File: src/rtl/accumulate_ctrl_if.sv
// Adder bus between the accumulate controller and the 16-bit ripple-carry adder.
// The controller is the master: it drives both operands and reads Sum/CO back.
interface accumulate_ctrl_if #(
    parameter int WIDTH = 16
);
    logic [WIDTH-1:0] Add_A;
    logic [WIDTH-1:0] Add_B;
    logic [WIDTH-1:0] Add_Sum;
    logic             Add_CO;

    modport master (
        output Add_A,
        output Add_B,
        input  Add_Sum,
        input  Add_CO
    );

    modport slave (
        input  Add_A,
        input  Add_B,
        output Add_Sum,
        output Add_CO
    );
endinterface

File: src/rtl/accumulate_ctrl.sv
// Accumulator control stage around an external combinational adder.
// Run and ClearA pass through one sample register. Acc/Done therefore appear
// SETTLE_CYCLES+3 edges after Run is first sampled high. One accumulate is
// done per press, and the FSM waits in HOLD until Run is released.
module accumulate_ctrl #(
    parameter int WIDTH         = 16,
    parameter int SETTLE_CYCLES = 2     // legal range 0..15
) (
    input  logic                      Clk,
    input  logic                      Reset,
    input  logic                      Run,
    input  logic                      ClearA,
    input  logic [WIDTH-1:0]          Din,
    accumulate_ctrl_if.master         add_bus,
    output logic [WIDTH-1:0]          Acc,
    output logic                      CO,
    output logic                      Ovf,
    output logic                      Busy,
    output logic                      Done
);

    typedef enum logic [2:0] {
        IDLE    = 3'd0,
        LOAD    = 3'd1,
        SETTLE  = 3'd2,
        CAPTURE = 3'd3,
        HOLD    = 3'd4
    } state_t;

    state_t           state_q;
    logic [WIDTH-1:0] acc_q;
    logic [WIDTH-1:0] breg_q;
    logic             co_q;
    logic             ovf_q;
    logic             done_q;
    logic [3:0]       cnt_q;
    logic             run_q;
    logic             clr_q;

    // Control FSM with all datapath registers and registered Done.
    // NOTE: Reset is tested first inside the clocked block. This makes it synchronous and lets it override any state.
    always_ff @(posedge Clk) begin
        if (Reset) begin
            // NOTE: sequential state uses non-blocking assignments only, so every register sees pre-edge values.
            state_q <= IDLE;
            acc_q   <= '0;
            breg_q  <= '0;
            co_q    <= 1'b0;
            ovf_q   <= 1'b0;
            done_q  <= 1'b0;
            cnt_q   <= '0;
            run_q   <= 1'b0;
            clr_q   <= 1'b0;
        end else begin
            run_q  <= Run;
            // A clear request counts only if it was sampled while idle, so
            // ClearA held through an operation is dropped rather than queued.
            clr_q  <= ClearA && (state_q == IDLE);
            done_q <= 1'b0;
            unique case (state_q)
                IDLE: begin
                    if (clr_q) begin
                        acc_q <= '0;
                        co_q  <= 1'b0;
                        ovf_q <= 1'b0;
                    end else if (run_q) begin
                        state_q <= LOAD;
                    end
                end
                LOAD: begin
                    breg_q  <= Din;
                    cnt_q   <= 4'(SETTLE_CYCLES);
                    state_q <= (SETTLE_CYCLES > 0) ? SETTLE : CAPTURE;
                end
                SETTLE: begin
                    cnt_q <= cnt_q - 4'd1;
                    if (cnt_q == 4'd1) begin
                        state_q <= CAPTURE;
                    end
                end
                CAPTURE: begin
                    acc_q   <= add_bus.Add_Sum;
                    co_q    <= add_bus.Add_CO;
                    ovf_q   <= ovf_q | add_bus.Add_CO;
                    done_q  <= 1'b1;
                    state_q <= HOLD;
                end
                HOLD: begin
                    if (!run_q) begin
                        state_q <= IDLE;
                    end
                end
                default: state_q <= IDLE;
            endcase
        end
    end

    // Outputs come straight from registers or a state decode, so no input reaches an output combinationally.
    assign add_bus.Add_A = acc_q;
    assign add_bus.Add_B = breg_q;
    assign Acc           = acc_q;
    assign CO            = co_q;
    assign Ovf           = ovf_q;
    assign Done          = done_q;
    assign Busy          = (state_q == LOAD) || (state_q == SETTLE) || (state_q == CAPTURE);

endmodule

File: src/flat_wrapper.sv
// flat-port wrapper written by rule: the top's interface ports become plain ports
module accumulate_ctrl_flat 
#(
    parameter int WIDTH         = 16,
    parameter int SETTLE_CYCLES = 2                         
)
  (Clk, Reset, Run, ClearA, Din, Acc, CO, Ovf, Busy, Done, add_bus_Add_A, add_bus_Add_B, add_bus_Add_Sum, add_bus_Add_CO);
  accumulate_ctrl_if #(.WIDTH(WIDTH)) add_bus_i ();
  input  logic Clk;
  input  logic Reset;
  input  logic Run;
  input  logic ClearA;
  input  logic [WIDTH-1:0] Din;
  output logic [WIDTH-1:0] Acc;
  output logic CO;
  output logic Ovf;
  output logic Busy;
  output logic Done;
  output wire logic [$bits(add_bus_i.Add_A)-1:0] add_bus_Add_A;
  output wire logic [$bits(add_bus_i.Add_B)-1:0] add_bus_Add_B;
  input wire logic [$bits(add_bus_i.Add_Sum)-1:0] add_bus_Add_Sum;
  input wire logic [$bits(add_bus_i.Add_CO)-1:0] add_bus_Add_CO;
  assign add_bus_Add_A = add_bus_i.Add_A;
  assign add_bus_Add_B = add_bus_i.Add_B;
  assign add_bus_i.Add_Sum = add_bus_Add_Sum;
  assign add_bus_i.Add_CO = add_bus_Add_CO;
  accumulate_ctrl #(.WIDTH(WIDTH), .SETTLE_CYCLES(SETTLE_CYCLES)) u_core (.Clk(Clk), .Reset(Reset), .Run(Run), .ClearA(ClearA), .Din(Din), .add_bus(add_bus_i), .Acc(Acc), .CO(CO), .Ovf(Ovf), .Busy(Busy), .Done(Done));
endmodule
File: config.mk
export PLATFORM = sky130hd
export DESIGN_NAME = accumulate_ctrl_flat
export DESIGN_NICKNAME = d
export VERILOG_FILES = /design/src/rtl/accumulate_ctrl_if.sv /design/src/rtl/accumulate_ctrl.sv /design/src/flat_wrapper.sv
export SDC_FILE = /design/constraint.sdc
export NUM_CORES = 1
export LEC_CHECK = 0
export CORE_ASPECT_RATIO = 2
export CORE_MARGIN = 2
export CORE_UTILIZATION = 55
export DETAILED_ROUTE_END_ITERATION = 16
export DONT_BUFFER_PORTS = 1
export HOLD_SLACK_MARGIN = 0.08
export PLACE_DENSITY = 0.66
export SETUP_SLACK_MARGIN = 0.3
export SYNTH_ARGS = -nofsm -noshare
export SYNTH_HDL_FRONTEND = slang
export SYNTH_SLANG_ARGS = --single-unit
File: constraint.sdc
create_clock -name Clk -period 4.1 [get_ports Clk]
set_input_delay 0.615 -clock Clk [delete_from_list [all_inputs] [get_ports Clk]]
set_output_delay 0.615 -clock Clk [all_outputs]
set_load 0.005 [all_outputs]
-- Word-level counts from Yosys, hierarchy flattened
Cells that the tools add are included.
- register bits: 44
- bits in latches: 0
- RAM bits: 0
- ROM bits: 0
- output and inout port bits: 52
- word-level logic and storage cells: 41
- memories: 0
- add/sub/neg operators: 1
- multiply operators: 0
- divide/modulo/power cells: 0
- $lt $le $gt $ge: 0
- equal/unequal tests: 10
- shifts and indexed selects: 0
- muxes and demuxes: 12
- bitwise logic cells: 1
- reduce and logical (&&, ||, !) cells: 8
- operators by type and width (kind ; number):
    $pmux 16 s2 ; 1
    $mux 16 ; 1
    $pmux 3 s5 ; 1
    $mux 3 ; 4
    $pmux 4 s2 ; 1
    $eq 3x2->1 const B ; 2
    $ne 2x1->1 const B ; 3
    $eq 4x1->1 const B ; 1
    $ne 2x2->1 const B ; 2
    $pmux 1 s2 ; 2
    $reduce_and 4->1 ; 1
    $reduce_bool 2->1 ; 2
    $sub 4x1->4 const B ; 1
    $eq 3x1->1 const B ; 1
    $eq 3x3->1 const B ; 1
    $logic_not 3->1 ; 1
    $logic_or 1x1->1 ; 2
    $mux 1 ; 2
    $reduce_and 2->1 ; 1
    $logic_and 1x1->1 ; 1
    $or 1x1->1 ; 1

-- Longest topological paths before layout
- depth after elaboration: 3
- mapped depth: 6
- mapped depth without buffers: 5

-- Worst setup path after synthesis
No wires, ideal clock.
- kind: flip-flop to output port
- start point: reg u_core.state_q[1]
- end point: out Busy
- arrival time: 0.891 ns
- data required time: 3.485 ns
- path slack: 2.594 ns
- cell stages (with the launch flop): 5
- buffers on the path: 2
- cell sequence: dfxtp_1 > buf_6 > clkbuf_1 > nor2_1 > nor2_1
- word-level cells in the longest chain between the ends: 3
- elaborated cells between the ends (all ways): 5
- ends and longest elaborated chain (item ; RTL line ; source):
    start, declared ; accumulate_ctrl.sv:30 ; state_t state_q;
    start signal, assigned ; accumulate_ctrl.sv:73 ; state_q <= (SETTLE_CYCLES > 0) ? SETTLE : CAPTURE;
    $eq 3x1->1 / $eq 3x2->1 (equally long branches) ; accumulate_ctrl.sv:105 ; assign Busy = (state_q == LOAD) || (state_q == SETTLE) || (state_q == CAPTURE);
    $logic_or 1x1->1 ; accumulate_ctrl.sv:105 ;
    $logic_or 1x1->1 (*) ; accumulate_ctrl.sv:105 ;
    end, declared ; flat_wrapper.sv:17 ; output logic Busy;
Mark *: on every way between the ends. The rest lies on a longest branch, timed or not.

-- Final worst setup path
Ends and elaborated chain as after synthesis.

==> impl_metrics.csv <==
group,metric,value,unit
status,outcome,"finished clean",
setup_path,worst-setup-path-type,"flip-flop to output port",
layout,fin_cells,199,
setup_path,worst_path_most_repeated_cell,"nor2_1",
routing,routed_via_density,6.45,
setup_path,cp.depth,2,
logic_synthesis,synth_commonest_cells,"dfxtp_1 (44), nand2_1 (33), a21oi_1 (22), a32o_1 (16), buf_4 (16)",
routing,drcViolationCount,0,
logic_synthesis,syn_avg_cell_area,9.33,um2
logic_synthesis,synth.most_common_cell,"dfxtp_1",
power_and_ir_drop,pwr-share-comb,5.9,%
logic_synthesis,syn-num-nets,230,
power_and_ir_drop,vdd_drop_max,0.307,mV
timing,rsz0062_at_grt,"no",
logic_synthesis,synth_edf_count,0,
grt,track_usage,19.3,%
setup_path,cp_cell_sequence,"nor2_1 -> nor2_1",
setup_path,crit_fanout,19,
place,placed_area,1630,um2
logic_synthesis,synth_top_area_share,49.4,%
grt,grt_pass1_vias,1273,
routing,num_vias,1283,
clock_network,holdBufCountCts,0,
floorplan,ioPinCount,89,
grt,antenna_found_initial,0,
logic_synthesis,synth_top_area_cell,"dfxtp_1",
power_and_ir_drop,swShare,23.4,%
timing,skew,0.00919,ns
routing,initialDrtViolationCount,19,
routing,ant_nets,0,
grt,grt-ovfl-total,0,
layout,final_area,1710,um2
timing,worst_hold_slack,0.375,ns
power_and_ir_drop,pwr-share-clk,33.7,%
place,gp_congestion,0.754,
clock_network,h-tree-depth,2,
setup_path,path_buf_inv,0,
routing,avgRoutedWirePerCell,17.3,um
clock_network,clk_latency,0.29,ns
routing,dr.pass1.iters,7,
floorplan,core_area,3120,um2
layout,area_growth,-4.07,%
layout,n_antenna_cell,0,
floorplan,die_w,44.2,um
layout,fin_nets,207,
clock_network,cts_tree,"built",
clock_network,clk_pin_slew_worst_paths,0.08,ns
setup_path,cp-start-kind,"flip-flop",
timing,max-slew-margin-rel,39.4,%
clock_network,cts.sinks,44,
clock_network,clockRootBuffer,"clkbuf_8",
logic_synthesis,ys_seq_area_share,49.4,%
logic_synthesis,yosys_warnings,0,
floorplan,row_count,29,
setup_path,critPathTopFamily,"flip-flops",
place,placedCellCount,192,
logic_synthesis,synth.area.top_cells,"dfxtp_1 (49%), a32o_1 (9.0%), nand2_1 (7.0%)",
setup_path,slowest_stage,"dfxtp_1",
clock_network,numCtsBuffers,5,
clock_network,cts_resized,0,
setup_path,worstSetupEndpointType,"output port",
timing,fmax,527,MHz
clock_network,postCtsSetupRepairBufs,0,
power_and_ir_drop,internal_power,0.000572,W
logic_synthesis,synth_seq_cells,44,
clock_network,clock_path_buffers,2,
logic_synthesis,ys_types,34,
logic_synthesis,synth_cells,191,
logic_synthesis,synth-main-ff-cell,"dfxtp_1",
timing,fin_crit,1.90,ns
floorplan,initial_core_util,57.1,%
power_and_ir_drop,power.density,437,nW/um2
timing,hold_violations,0,
grt,grt_pass1_wl,5450,um
timing,period_share,46.3,%
setup_path,required,3.48,ns
layout,drive_above_1_share,7.14,%
timing,setup_viol,0,
power_and_ir_drop,power.switching,0.000175,W
worst_hold_path,hold_class,"input pin to flip-flop",
power_and_ir_drop,leakage,0.584,nW
power_and_ir_drop,power.total,0.000747,W
timing,worstMarginPinSlew,0.905,ns
grt,grt_start_max_net_pins,25,
place,dpl.hpwl,2530,um
timing,drv_slew,0,
setup_path,r2r_cells,3,
place,portBuffers,0,
logic_synthesis,synthArstFlopShare,0,%
routing,wirelength,3440,um
floorplan,die_area,3740,um2
power_and_ir_drop,seq_power_share,60.4,%
timing,setup_tns,0,ns
worst_hold_path,hold_path_depth,1,
floorplan,die_h,84.5,um
logic_synthesis,syn_area,1780,um2
flow_run,maxCapViolCount,0,
setup_path,critical_path.max_stage_delay,0.70,ns
setup_path,worst_ep_arrival_time,1.28,ns
[registers in the layout (all words and copies together), names as in the netlist]
signal,flops
u_core.Ovf,1
u_core.add_bus.Add_B,16
u_core.run_q,1
u_core.Done,1
u_core.cnt_q,4
u_core.Acc,16
u_core.clr_q,1
u_core.state_q,3
u_core.CO,1
[metrics by stage]
stage	worst slack, ns	util [%]
floorplan	2.59	-
detailed placement	2.13	52.2
CTS	2.20	54.8
global placement	2.21	52.2
global route	2.01	54.8
finish	2.20	54.8
[logic make-up (layout without fill, tap and decap cells)]
family	Yosys count	count (layout)	share of synthesized area, %
compound gates	50	50	20.2
xor+xnor	1	1	0.492
fa+ha+maj	2	2	1.40
buf+inv	36	13	12.1
simple gates	58	58	16.4
flops	44	44	49.4
[metal layers]
metal  global-route usage (%)  vias up  share of wire (%)
met5                        0        -                  0
met4                     11.6        0                3.0
met3                     6.24       12                7.9
met2                     35.4       59                 57
met1                     16.7      603                 32
li1                         -      609                  -
[final timing paths]
check                                         from                                     to  slack, ns
min reg2reg  u_core.add_bus.Add_B[12]$_SDFFE_PP0P_  u_core.add_bus.Add_B[12]$_SDFFE_PP0P_       0.47
max reg2reg         u_core.state_q[0]$_SDFFE_PP0P_  u_core.add_bus.Add_B[10]$_SDFFE_PP0P_       2.27
max                 u_core.state_q[1]$_SDFFE_PP0P_                                   Busy       2.20
min                                          Reset  u_core.add_bus.Add_B[12]$_SDFFE_PP0P_       0.38
[cells in the final DEF (no fill, tap or decap), types with 2 or more instances in the layout]
cell type	instances
inv_1	5
ha_1	2
a31oi_1	3
nor4_1	2
nor3_1	2
o21ai_1	3
nand2_1	33
dfxtp_1	44
a21oi_1	22
a32o_1	16
or3b_1	2
nor2_1	7
and4_1	3
clkbuf_8	5
[worst reg2reg max path: cells and delay by family (launching register included)]
family | cells | cell delay (ns)
compound gates | 1 | 0.15
flops | 1 | 0.63
simple gates | 2 | 0.98
[cell type report]
type,instances,area [um2]
fillers,295,1410
flip-flops and latches,44,881
multi-input cells,111,686
clock buffers,5,68.8
well taps,31,38.8
inverters,6,22.5
clock inverters,2,12.5
[power by group through the flow]
stage	clock network, W	registers (W)	logic [W]
global placement	0	0.000461	0.0000416
detailed placement	0	0.000462	0.0000440
finish	0.000251	0.000452	0.0000442
global route	0.000278	0.000454	0.0000509
CTS	0.000260	0.000452	0.0000445
floorplan	0	0.000455	0.0000475
(Power assumes the default switching activity.)
